### src/rtl/div_iter_unit.sv
// div_iter_unit: multi-cycle radix-2 restoring divider for the execute stage (MIPS DIV/DIVU).
//
// Ports:
//   clk          system clock, rising edge
//   rst          asynchronous active-high reset
//   start_i      divide present in E stage (held high while stalled)
//   signed_i     1 = DIV (signed), 0 = DIVU
//   dividend_i   rs operand, sampled only on acceptance
//   divisor_i    rt operand, sampled only on acceptance
//   annul_i      E-stage flush; cancels the operation, priority over start_i
//   div_stall_o  execute-stage divide stall to the hazard unit
//   ready_o      one-cycle pulse, result_o valid for the HI/LO write
//   result_o     {remainder, quotient}, held until the next completed divide
`timescale 1ns/1ps
module div_iter_unit #(
  parameter int unsigned WIDTH = 32,
  parameter int unsigned CNT_W = 6
) (
  input  logic               clk,
  input  logic               rst,
  input  logic               start_i,
  input  logic               signed_i,
  input  logic [WIDTH-1:0]   dividend_i,
  input  logic [WIDTH-1:0]   divisor_i,
  input  logic               annul_i,
  output logic               div_stall_o,
  output logic               ready_o,
  output logic [2*WIDTH-1:0] result_o
);

  typedef enum logic [1:0] {StIdle, StZero, StRun, StDone} stateT;

  stateT            stateQ;
  logic [CNT_W-1:0] cntQ;
  logic [WIDTH-1:0] remQ;     // restored partial remainder, always < divisor
  logic [WIDTH-1:0] quoQ;     // dividend bits shifting out, quotient bits shifting in
  logic [WIDTH-1:0] divQ;     // divisor magnitude
  logic             quoNeg;
  logic             remNeg;

  logic [WIDTH-1:0] dividendMag;
  logic [WIDTH-1:0] divisorMag;
  logic [WIDTH:0]   shifted;  // WIDTH+1-bit partial remainder for the trial subtract
  logic             fits;
  logic [WIDTH-1:0] diff;
  logic [WIDTH-1:0] stepRem;
  logic [WIDTH-1:0] stepQuo;
  logic [WIDTH-1:0] finalQuo;
  logic [WIDTH-1:0] finalRem;
  logic             lastStep;

  always_comb begin
    // Negating 0x80..0 yields 0x80..0, which is the correct unsigned magnitude.
    dividendMag = (signed_i && dividend_i[WIDTH-1]) ? -dividend_i : dividend_i;
    divisorMag  = (signed_i && divisor_i[WIDTH-1])  ? -divisor_i  : divisor_i;

    shifted  = {remQ, quoQ[WIDTH-1]};
    fits     = (shifted >= {1'b0, divQ});
    // When the trial fits the difference is below the divisor, so WIDTH bits suffice.
    diff     = shifted[WIDTH-1:0] - divQ;
    stepRem  = fits ? diff : shifted[WIDTH-1:0];
    stepQuo  = {quoQ[WIDTH-2:0], fits};
    lastStep = (cntQ == CNT_W'(WIDTH - 1));

    finalQuo = quoNeg ? -stepQuo : stepQuo;
    finalRem = remNeg ? -stepRem : stepRem;
  end

  always_ff @(posedge clk or posedge rst) begin
    if (rst) begin
      stateQ   <= StIdle;
      cntQ     <= '0;
      remQ     <= '0;
      quoQ     <= '0;
      divQ     <= '0;
      quoNeg   <= 1'b0;
      remNeg   <= 1'b0;
      result_o <= '0;
    end else if (annul_i) begin
      stateQ <= StIdle;
    end else begin
      case (stateQ)
        StIdle: begin
          if (start_i) begin
            quoQ   <= dividendMag;
            divQ   <= divisorMag;
            remQ   <= '0;
            cntQ   <= '0;
            quoNeg <= signed_i & (dividend_i[WIDTH-1] ^ divisor_i[WIDTH-1]);
            remNeg <= signed_i & dividend_i[WIDTH-1];
            stateQ <= (divisor_i == '0) ? StZero : StRun;
          end
        end
        StZero: begin
          // Divide by zero is architecturally undefined; report zero for determinism.
          result_o <= '0;
          stateQ   <= StDone;
        end
        StRun: begin
          remQ <= stepRem;
          quoQ <= stepQuo;
          cntQ <= cntQ + CNT_W'(1);
          if (lastStep) begin
            result_o <= {finalRem, finalQuo};
            stateQ   <= StDone;
          end
        end
        StDone: begin
          stateQ <= StIdle;
        end
        default: begin
          stateQ <= StIdle;
        end
      endcase
    end
  end

  // Stall drops in DONE so the divide instruction advances on the DONE edge.
  assign div_stall_o = ~rst & ~annul_i &
                       (((stateQ == StIdle) & start_i) | (stateQ == StZero) | (stateQ == StRun));
  assign ready_o     = ~rst & ~annul_i & (stateQ == StDone);

endmodule
### config.mk
export PLATFORM = sky130hd
export DESIGN_NAME = div_iter_unit
export DESIGN_NICKNAME = d
export VERILOG_FILES = /design/src/rtl/div_iter_unit.sv
export SDC_FILE = /design/constraint.sdc
export NUM_CORES = 1
export LEC_CHECK = 0
export CORE_MARGIN = 8
export CORE_UTILIZATION = 55
export CTS_BUF_LIST = sky130_fd_sc_hd__clkbuf_16
export CTS_CLUSTER_SIZE = 25
export DETAILED_ROUTE_END_ITERATION = 10
export PLACE_DENSITY = 0.87
export SYNTH_ARGS = -nofsm -noshare
export SYNTH_HDL_FRONTEND = slang
export SYNTH_SLANG_ARGS = --single-unit
### constraint.sdc
create_clock -name clk -period 17.6 [get_ports clk]
set_input_delay 3.52 -clock clk [delete_from_list [all_inputs] [get_ports clk]]
set_output_delay 3.52 -clock clk [all_outputs]
set_load 0.02 [all_outputs]
==> flow_metrics.tcl <==
set metrics [dict create \
    outcome "complete, no violations" \
    port_buffers 134 \
    netlist_top_cells_area "dfrtp_1, nand2_1, o21ai_0, xor2_1, xnor2_1" \
    ant_nets 0 \
    cp-end-kind "output port" \
    antenna_found_initial 0 \
    avgSynthCellArea_um2 8.045 \
    setup_tns_ps 0 \
    min_path_type "reg -> reg" \
    synth-seq-cells 170 \
    postSynthNetCount 1588 \
    p_seq_frac 0.323 \
    netlist_instances 1477 \
    synth_async_sr_flop_share 1.000 \
    comb_power_share 0.460 \
    grt_pass1_wl_um 54410 \
    synth_top_cell_area_share 0.3580 \
    slowest_stage "clkdlybuf4s50_1" \
    worst-endpoint-arrival_ps 5030 \
    dr_total_vias 11390 \
    path_cells "clkdlybuf4s50_1 -> nand2_1 -> a211oi_1 -> clkdlybuf4s50_1" \
    die_w_um 163.0 \
    cts.repair.resized 0 \
    cts_hold_buf 0 \
    drt-initial-drc-count 1124 \
    gp_congestion 1.009 \
    cp.required_ps 14080 \
    clockRootBuffer "clkbuf_16" \
    power_density_nw_per_um2 126.4 \
    htree_levels 4 \
    ios 135 \
    drtPass1Iterations 6 \
    fmax_mhz 117.0 \
    post_cts_buffers 0 \
    p_sw_w 0.0007915 \
    diodes 0 \
    cts_sinks 170 \
    synth_largest_area_cell "dfrtp_1" \
    min_from "result_o[11]" \
    drc 0 \
    r2r_cells 18 \
    grt.total_usage 0.2495 \
    finalHoldViolations 0 \
    clkSlewWorstSetupHoldPaths_ps 70 \
    slew_headroom 0.2956 \
    crit_start "start_i" \
    cts_buffers 17 \
    num_rows 53 \
    vdd_drop_max_uv 102.8 \
    grt_overflow_total 0 \
    clock_skew_ps 10.28 \
    cp_slowest_stage_delay_ps 650 \
    syn_area_um2 11880 \
    area_delta_synth_final_pct 16.92 \
    synth_edf_count 0 \
    worst_setup_path_start_kind "input pin" \
    path_common_cell "clkdlybuf4s50_1" \
    dpl.hpwl_um 24960 \
    holdPathStages 2 \
    final_layout_size_suffix_gt1_frac 0.04522 \
    synth-seq-area-share 0.3580 \
    wl_um 33810 \
    rsz0062_at_grt "no" \
    multi_input_area_um2 7048 \
    start_util 0.5635 \
    grt_max_degree 87 \
    seq_area_um2 4254 \
    swShare 0.4506 \
    power_leakage_nw 5.737 \
    min_period_ps 8550 \
    dieHeight_um 163.0 \
    tightest_slew_ps 1054 \
    yosysUniqueCellTypes 75 \
    final_cell_count_no_fill 1845 \
    setup_viol 0 \
    fin_crit_sh 0.4858 \
    finalMaxSlewViolations 0 \
    rr_startpoint "remQ[7]" \
    vias_per_cell 6.172 \
    dieArea_um2 26560 \
    clock_latency_ps 440 \
    ys_warn_count 0 \
    p_clk_frac 0.217 \
    placed_cells 1813 \
    path_class "in -> out" \
    max-cap-violations 0 \
    core_um2 21090 \
    final.fill_count 1763 \
    synth_top_flop_cell "dfrtp_1" \
    fin_nets 1668 \
    post_drt_wl_per_cell_um 18.32 \
    crit_fanout 5 \
    grt_pass1_vias 10740 \
    p_int_w 0.0009651 \
    cts_buffer_depth 2 \
    cts_tree "done" \
]
==> per-layer routing <==
layer	global-route usage	routed length [um]	vias up
li1	-	-	5384
met1	0.3526	14570	5379
met2	0.3767	15150	550
met3	0.04550	3189	75
met4	0.08841	901	0
met5	0	0	-
==> worst paths after layout <==
check                           slack [ps]            to
worst max-delay path                  9050   div_stall_o
worst min-delay path                   480  result_o[11]
worst max register to register       12040  result_o[56]
worst min register to register         480  result_o[11]
max in group asynchronous            12360      remQ[18]
min in group asynchronous             3670     stateQ[0]
==> critical path, delay by kind of cell <==
kind / cells / cell delay [ps]
buf+inv: 2 / 1150
compound gates: 1 / 230
simple gates: 1 / 130
==> cell type report <==
cell class              count  share of cell area
clock buffers              17             0.03062
clock inverters            15             0.01162
inverters                  63             0.01756
multi-input cells        1161              0.5073
flip-flops and latches    170              0.3062
well taps                 275             0.02477
repair buffers            144              0.1019
==> layout by cell type, fill, tap and decap left out, types with 5 or more instances in the layout <==
cell type,count
o21ai_0,152
a21o_1,9
inv_1,62
or4_1,9
o21a_1,8
a31oi_1,14
nand2_1,228
nor3b_1,5
clkinvlp_4,5
xor2_1,77
or3_1,11
a21oi_1,105
nor2_1,108
xnor2_1,69
o211ai_1,13
o21ai_1,30
nand3_1,18
o41ai_1,10
o21bai_1,6
or2_2,9
nand2b_1,6
inv_6,5
dfrtp_1,170
buf_4,10
o31ai_1,26
a211oi_1,8
nor3_1,34
nand4_1,16
mux2i_1,19
ha_1,41
nor4_1,18
and2_1,6
clkdlybuf4s50_1,134
nor2b_1,6
and3_1,5
clkbuf_16,17
o22ai_1,31
==> stage by stage <==
| stage | utilization | total power, W | setup slack, ps | hold WS (ps) | cell area (um2) |
|---|---|---|---|---|---|
| after CTS | 0.6588 | 0.001738 | 9049 | 484.0 | 13890 |
| after global routing | 0.6588 | 0.001865 | 8980 | 488.9 | 13890 |
| final | 0.6588 | 0.001757 | 9050 | 475.3 | 13890 |
| after floorplan | - | 0.001146 | 9477 | 449.8 | 11880 |
| after global placement | 0.6310 | 0.001325 | 9087 | 460.0 | 13310 |
| after detailed placement | 0.6310 | 0.001355 | 9077 | 469.1 | 13310 |
==> cell usage after synthesis, drive strengths merged, types with 4 or more instances <==
library cell,instances
o211ai,13
a211oi,9
a31oi,14
a21o,10
nand3,18
o22ai,31
a41oi,4
nor2,108
or3,12
nor3,34
and3,5
nand3b,4
nand4,17
o21bai,6
nor3b,5
and2,6
o21a,8
a21oi,106
ha,41
nor4,20
mux2i,19
a21boi,4
o41ai,10
xnor2,69
or4,10
o21ai,185
buf,16
nor4b,4
clkbuf,67
o31ai,27
nand2b,6
nand2,228
nor2b,6
inv,63
dfrtp,170
or2,9
xor2,77
==> flip-flops by register name, indices dropped and copies added (netlist names) <==
signal and count:
remQ 32, quoQ 32, divQ 32, result_o 64
remNeg 1, stateQ 2, quoNeg 1, cntQ 6
==> logic make-up (layout without fill, tap and decap cells) <==
logic type | Yosys count | after routing | synth area share
DFF | 170 | 170 | 0.3580
xor gates and xnor gates | 146 | 146 | 0.1076
and+or+nand+nor | 500 | 500 | 0.1941
muxes | 20 | 20 | 0.01695
adders and majority gates | 42 | 42 | 0.04486
buffers and inverters | 146 | 239 | 0.04938
AOI/OAI and AO/OA | 453 | 453 | 0.2291
==> power groups by stage <==
stage	combinational (W)	sequential, W	clock, W
after floorplan	0.000611	0.000534	0
after global placement	0.000764	0.000562	0
after detailed placement	0.000786	0.000569	0
after CTS	0.000792	0.000563	0.000383
after global routing	0.000888	0.000578	0.000399
final	0.000808	0.000567	0.000381
Note: power is estimated with default switching activity, not from simulation.
